==> config.mk <==
export PLATFORM = sky130hd
export DESIGN_NAME = exp5_condicionador_entradas
export DESIGN_NICKNAME = d
export VERILOG_FILES = /design/src/rtl/exp5_condicionador_entradas_pkg.sv /design/src/rtl/exp5_condicionador_entradas_debounce.sv /design/src/rtl/exp5_condicionador_entradas.sv
export SDC_FILE = /design/constraint.sdc
export NUM_CORES = 1
export LEC_CHECK = 0
export CORE_UTILIZATION = 40
export DETAILED_ROUTE_END_ITERATION = 12
export GPL_ROUTABILITY_DRIVEN = 1
export PLACE_DENSITY_LB_ADDON = 0.25
export SLEW_MARGIN = 0
export SYNTH_ARGS = -nofsm -noshare
export SYNTH_HDL_FRONTEND = slang
export SYNTH_SLANG_ARGS = --single-unit
==> constraint.sdc <==
create_clock -name i_clk -period 2.4 [get_ports i_clk]
set_clock_uncertainty 0.05 [all_clocks]
set_input_delay 0.48 -clock i_clk [delete_from_list [all_inputs] [get_ports i_clk]]
set_output_delay 0.48 -clock i_clk [all_outputs]
set_load 0.05 [all_outputs]
==> src/rtl/exp5_condicionador_entradas_pkg.sv <==
// exp5_condicionador_entradas_pkg: press FSM state codes and default debounce length
package exp5_condicionador_entradas_pkg;
    typedef enum logic [3:0] {
        OCIOSO  = 4'h0,
        JOGADA  = 4'h1,
        AGUARDA = 4'h2
    } estado_t;
    localparam int DEBOUNCE_PADRAO = 4;
endpackage

==> src/rtl/exp5_condicionador_entradas_debounce.sv <==
// exp5_condicionador_entradas_debounce: two-flop synchronizer plus saturating stability counter
module exp5_condicionador_entradas_debounce #(
    parameter int LARGURA         = 1,
    parameter int DEBOUNCE_CICLOS = 4
) (
    input  logic               i_clk,
    input  logic               i_rst_n,
    input  logic [LARGURA-1:0] i_entrada,
    output logic [LARGURA-1:0] o_estavel
);
    localparam int CW = $clog2(DEBOUNCE_CICLOS);
    localparam logic [CW-1:0] MAX = CW'(DEBOUNCE_CICLOS - 1);
    logic [LARGURA-1:0] r_s1, r_s2, r_candidato, r_estavel;
    logic [CW-1:0]      r_contador;
    always_ff @(posedge i_clk or negedge i_rst_n) begin
        if (!i_rst_n) begin
            r_s1        <= '0;
            r_s2        <= '0;
            r_candidato <= '0;
            r_contador  <= '0;
            r_estavel   <= '0;
        end else begin
            r_s1 <= i_entrada;
            r_s2 <= r_s1;
            if (r_s2 != r_candidato) begin
                r_candidato <= r_s2;
                r_contador  <= '0;
            end else if (r_contador == MAX) begin
                r_estavel <= r_candidato;
            end else begin
                r_contador <= r_contador + 1'b1;
            end
        end
    end
    assign o_estavel = r_estavel;
endmodule

==> src/rtl/exp5_condicionador_entradas.sv <==
// exp5_condicionador_entradas: debounced switches/start button, one-shot press pulse with captured key
module exp5_condicionador_entradas
    import exp5_condicionador_entradas_pkg::*;
#(
    parameter int DEBOUNCE_CICLOS = DEBOUNCE_PADRAO
) (
    input  logic       i_clk,
    input  logic       i_rst_n,
    input  logic [3:0] i_chaves,
    input  logic       i_iniciar,
    input  logic       i_habilita,
    output logic [3:0] o_chaves_limpas,
    output logic       o_jogada,
    output logic [3:0] o_jogada_valor,
    output logic       o_jogada_valida,
    output logic       o_iniciar_pulso,
    output logic [3:0] o_db_estado
);
    estado_t    r_estado, w_proximo;
    logic [3:0] w_chaves, r_valor;
    logic       w_iniciar, r_iniciar_ant, r_iniciar_pulso;
    exp5_condicionador_entradas_debounce #(.LARGURA(4), .DEBOUNCE_CICLOS(DEBOUNCE_CICLOS)) u_db_chaves (
        .i_clk     (i_clk),
        .i_rst_n   (i_rst_n),
        .i_entrada (i_chaves),
        .o_estavel (w_chaves)
    );
    exp5_condicionador_entradas_debounce #(.LARGURA(1), .DEBOUNCE_CICLOS(DEBOUNCE_CICLOS)) u_db_iniciar (
        .i_clk     (i_clk),
        .i_rst_n   (i_rst_n),
        .i_entrada (i_iniciar),
        .o_estavel (w_iniciar)
    );
    always_ff @(posedge i_clk or negedge i_rst_n) begin
        if (!i_rst_n) begin
            r_estado        <= OCIOSO;
            r_valor         <= '0;
            r_iniciar_ant   <= 1'b0;
            r_iniciar_pulso <= 1'b0;
        end else begin
            r_estado        <= w_proximo;
            r_iniciar_ant   <= w_iniciar;
            r_iniciar_pulso <= w_iniciar & ~r_iniciar_ant;
            if (w_proximo == JOGADA)
                r_valor <= w_chaves;
        end
    end
    // A press seen while disabled is parked in AGUARDA so it cannot fire later
    always_comb begin
        w_proximo = OCIOSO;
        case (r_estado)
            OCIOSO:  w_proximo = (w_chaves != 4'd0) ? (i_habilita ? JOGADA : AGUARDA) : OCIOSO;
            JOGADA:  w_proximo = AGUARDA;
            AGUARDA: w_proximo = (w_chaves == 4'd0) ? OCIOSO : AGUARDA;
            default: w_proximo = OCIOSO;
        endcase
    end
    always_comb begin
        o_jogada        = (r_estado == JOGADA);
        o_db_estado     = r_estado;
        o_jogada_valida = ($countones(r_valor) == 1);
    end
    assign o_chaves_limpas = w_chaves;
    assign o_jogada_valor  = r_valor;
    assign o_iniciar_pulso = r_iniciar_pulso;
endmodule

Word level (Yosys, flattened, before mapping) --
Index checks and enable logic that the tools add are counted.
Word-level totals: output and inout bits 15, bits of input ports 8, register bits after elaboration 34
Cells by class: $add $sub $neg 5, multiplexer cells 8, reduce and logical (&&, ||, !) cells 5, equality and inequality tests 10, bitwise operators 4
Operators with widths (count):
- 2-bit two-way mux | 7
- 4-bit by 1-bit equality test with 1-bit output (second input constant) | 2
- 4-bit zero test | 2
- 2-bit case mux with 3 select lines | 1
- 1-bit by 1-bit adder with 2-bit output | 2
- 2-bit by 1-bit adder with 2-bit output (second input constant) | 2
- 2-bit equality test (second input constant) | 2
- 4-bit by 2-bit equality test with 1-bit output (second input constant) | 1
- 2-bit by 1-bit != test with 1-bit output (second input constant) | 2
- 4-bit != test | 1
- 2-bit AND reduction | 2
- 4-bit nonzero test | 1
- 2-bit by 2-bit adder with 3-bit output | 1
- 3-bit by 1-bit equality test with 1-bit output (second input constant) | 1
- 1-bit inverter | 3
- 1-bit bitwise AND | 1
- 1-bit != test | 1

Logic depth before layout (Yosys ltp) --
depth after elaboration 4, gate-level depth with buffers 6, mapped depth without buffers 6

By module --
Synthesis repeated with hierarchy kept, for this count alone.
Unflattened totals: cells, all modules 96, area total of the unflattened synthesis 1328.8 um^2
Modules (own cells, without submodules):
- exp5_condicionador_entradas_debounce (u_db_chaves) | area an instance 640.6 um^2, sequential area each 450.4 um^2, times used 1, cells an instance 39
- exp5_condicionador_entradas | area an instance 464.2 um^2, sequential area each 200.2 um^2, times used 1, cells an instance 41
- exp5_condicionador_entradas_debounce (u_db_iniciar) | area an instance 224.0 um^2, sequential area each 150.1 um^2, times used 1, cells an instance 16

Least setup slack after synthesis --
OpenSTA, ideal clock, no wires.
path kind flip-flop to output port, start register r_valor[0] (netlist: o_jogada_valor[0]), end output o_jogada_valida, arrival 2927 ps, stages on the path, launching flop included 7, required time 1870 ps, slack -1057 ps, path through dfrtp_1 > inv_1 > fa_1 > inv_1 > ha_1 > ha_1 > nor3b_1
Between the ends: word-level cells in the longest chain between the ends 3
RTL lines:
- from (decl) | RTL line exp5_condicionador_entradas.sv:20 | logic [3:0] w_chaves, r_valor;
- from (signal assigned) | RTL line exp5_condicionador_entradas.sv:45 | r_valor <= w_chaves;
- 1-bit by 1-bit adder with 2-bit output (not written as such) | RTL line exp5_condicionador_entradas.sv:61 | o_jogada_valida = ($countones(r_valor) == 1);
- 2-bit by 2-bit adder with 3-bit output (not written as such) | RTL line exp5_condicionador_entradas.sv:61
- 3-bit by 1-bit equality test with 1-bit output | RTL line exp5_condicionador_entradas.sv:61
- to (decl) | RTL line exp5_condicionador_entradas.sv:15 | output logic o_jogada_valida,
Every way passes these cells.

Final worst setup path --
Same ends and word-level chain as after synthesis.

==> out/metrics.csv <==
metric,value,unit
crit_arrival,2.08,ns
die_h,57.9,um
synth-simple-area-share,9.40,%
synthArstFlopShare,100,%
gp_congestion,0.748,
cp_slowest_cell,fa_1,
final_common_cell,dfrtp_1,
reg2reg_slack,0.82,ns
fill_cells,245,
clock_sinks,32,
cp-start-kind,flip-flop,
die_area,3360,sq um
cts_hold_buf,0,
synthMuxAreaShare,7.30,%
dp_hpwl,1270,um
wl,1700,um
wire_per_inst,11.8,um
drive_gt1_share,23.7,%
drcViolationCount,5,
post-route-period-util,109,%
vias,697,
violations,"DRC, setup timing",
hold_class,flip-flop to flip-flop,
whs_path_depth,0,
coreArea,2850,sq um
synthXorXnorAreaFrac,4.90,%
grt_pass1_vias,640,
tritoncts,built,
synthAdderAreaFrac,5.60,%
worst_slew_pin_slew,0.505,ns
synth_largest_area_cell,dfrtp_1,
worstSetupPathType,flip-flop to primary output,
area_delta_synth_final,25.6,%
clk_pin_slew_worst_paths,0.09,ns
hold_viol_final,0,
clk_latency,0.31,ns
yosys.area.top_type_share,64.0,%
hold_path_end,u_db_chaves.r_s2[1],
final_cell_mix,"29 x dfrtp_1, 19 x clkdlybuf4s50_1, 5 x nor2_1, 5 x clkbuf_4",
cts_buffers,5,
grt.total_usage,12.4,%
routed_via_density,4.81,
required,1.87,ns
ios,23,
clockBufferDepth,2,
grt-ovfl-total,0,
synth_edf_count,0,
slew_viol_final,0,
r2r_end,u_db_chaves.o_estavel[2],
grt_pass1_wl,2970,um
syn_avg_cell_area,13.9,sq um
crit_path_end_kind,primary output,
grt_max_degree,33,
max_stage_delay,0.55,ns
row_count,19,
htreeDepth,2,
min_from,u_db_chaves.r_s1[1],
drtIter0Drc,7,
netlist_area,1250,sq um
peakVddDrop,0.000396,V
yosys_warnings,0,
final_antenna_net_count,0,
setup_viol,1,
maxSlewHeadroom,66.2,%
ys.flop_type,dfrtp_1,
r2r_cells,4,
p_leak,0.724,nW
max_freq,383,MHz
ys_ff_latch,32,
synth_top_family_by_area,simple AND/OR/NAND/NOR gates,
yosysSeqAreaShare,64.0,%
status,"finished, violations left",
start_util,43.9,%
whs,0.303,ns
worstPathMaxFanout,2,
root_buffer,clkbuf_4,
synthTopCellsByArea,"dfrtp_1 64%, mux2_4 4.8%, ha_1 4.0%",
cap_violations,0,
final_nets,126,
cp_cell_sequence,inv_2 -> fa_1 -> inv_2 -> ha_4 -> ha_4 -> nor3b_4 -> buf_12,
numPortBuffers,20,
tns,-0.213,ns
dr.pass1.iters,7,
diodes,0,
synth_compound_area_share,2.00,%
syn_inst,90,
powerDensity,650,nW/um^2
setup_ws,-0.213,ns
die_x,57.9,um
synth.distinct_cells,26,
min_period,2.61,ns
rsz0062_at_grt,true,
antenna_found_initial,0,
r2r-start,u_db_chaves.r_candidato[2],
-- critical path, delay by kind of cell (launching register included) --
family | cells | cell delay (ns)
adder cells (fa/ha/maj) | 3 | 0.91
flip-flops | 1 | 0.37
buffers and inverters | 3 | 0.26
AND/OR/NAND/NOR | 1 | 0.23
-- routing by layer --
| layer | up-vias | track usage, % | wire length [um] | part of all wire, % |
|---|---|---|---|---|
| met3 | 2 | 6.25 | 147 | 8.6 |
| met1 | 341 | 15.8 | 710 | 42 |
| li1 | 326 | - | - | - |
| met4 | 0 | 5.10 | 22 | 1.3 |
| met2 | 28 | 18.1 | 823 | 48 |
| met5 | - | 0 | 0 | 0 |
-- registers in the layout, indices dropped and copies added (netlist names) --
signal / flops
u_db_chaves.o_estavel: 4
u_db_iniciar.r_candidato: 1
o_jogada_valor: 4
o_iniciar_pulso: 1
o_db_estado: 2
u_db_iniciar.r_s2: 1
u_db_iniciar.o_estavel: 1
u_db_chaves.r_candidato: 4
r_iniciar_ant: 1
u_db_iniciar.r_s1: 1
u_db_chaves.r_s1: 4
u_db_iniciar.r_contador: 2
u_db_chaves.r_s2: 4
u_db_chaves.r_contador: 2
-- synth_stat cells, drive strengths merged, types with 3 or more instances --
cell / n
buf: 3
clkbuf: 5
dfrtp: 32
ha: 4
inv: 5
mux2: 5
nand2: 3
nor2: 5
nor2b: 3
o21ai: 3
xnor2: 4
xor2: 3
-- area by class of cell --
type	instances	area (sq um)	share of cell area, %
Clock inverter	1	5.00	0.318
Timing Repair Buffer	23	233	14.8
Sequential cell	32	805	51.2
Multi-Input combinational cell	45	409	26.0
Inverter	6	36.3	2.31
Clock buffer	7	45.0	2.87
Tap cell	31	38.8	2.47
-- where the power goes --
part / switching, mW / total (mW) / leakage, nW / internal, mW
Combinational: 0.0844 / 0.154 / 0.295 / 0.0696
Clock: 0.155 / 0.269 / 0.0293 / 0.114
Sequential: 0.0224 / 0.599 / 0.400 / 0.577
Total: 0.262 / 1.02 / 0.724 / 0.760
-- cells by family (layout without fill, tap and decap cells) --
logic type,Yosys count,after routing
other cells,1,2
mux,7,7
fa+ha+maj,5,5
buf+inv,14,37
simple gates,19,19
flops,32,32
xor+xnor,7,7
compound gates,5,5
-- how the worst max path moves through the flow --
stage / from / slack, ns / end / cells past startpoint
finish: o_jogada_valor[0] / -0.21 / o_jogada_valida / 7
floorplan: o_jogada_valor[0] / -0.14 / o_jogada_valida / 6
detailed placement: o_jogada_valor[0] / 0.12 / o_jogada_valida / 7
CTS: o_jogada_valor[0] / -0.22 / o_jogada_valida / 7
global route: o_jogada_valor[0] / -0.31 / o_jogada_valida / 7
global placement: o_jogada_valor[0] / 0.18 / o_jogada_valida / 7
-- per-stage QoR --
step	total power, mW	setup slack (ns)	std cells	util (%)	cell area, sq um
global placement	0.751	0.184	136	52.7	1500
floorplan	0.708	-0.141	91	-	1280
detailed placement	0.763	0.123	136	52.7	1500
finish	1.02	-0.213	145	55.1	1570
CTS	1.04	-0.220	144	54.5	1550
global route	1.08	-0.312	145	55.1	1570
-- timing repair --
item | 4_1_cts | 5_1_grt
setup endpoints to repair | 1 | 1
gates resized for setup | 1 | 2
setup buffers | 0 | 1
pin swaps | 0 | 1
No activity file was read; power rests on OpenSTA's default activity.
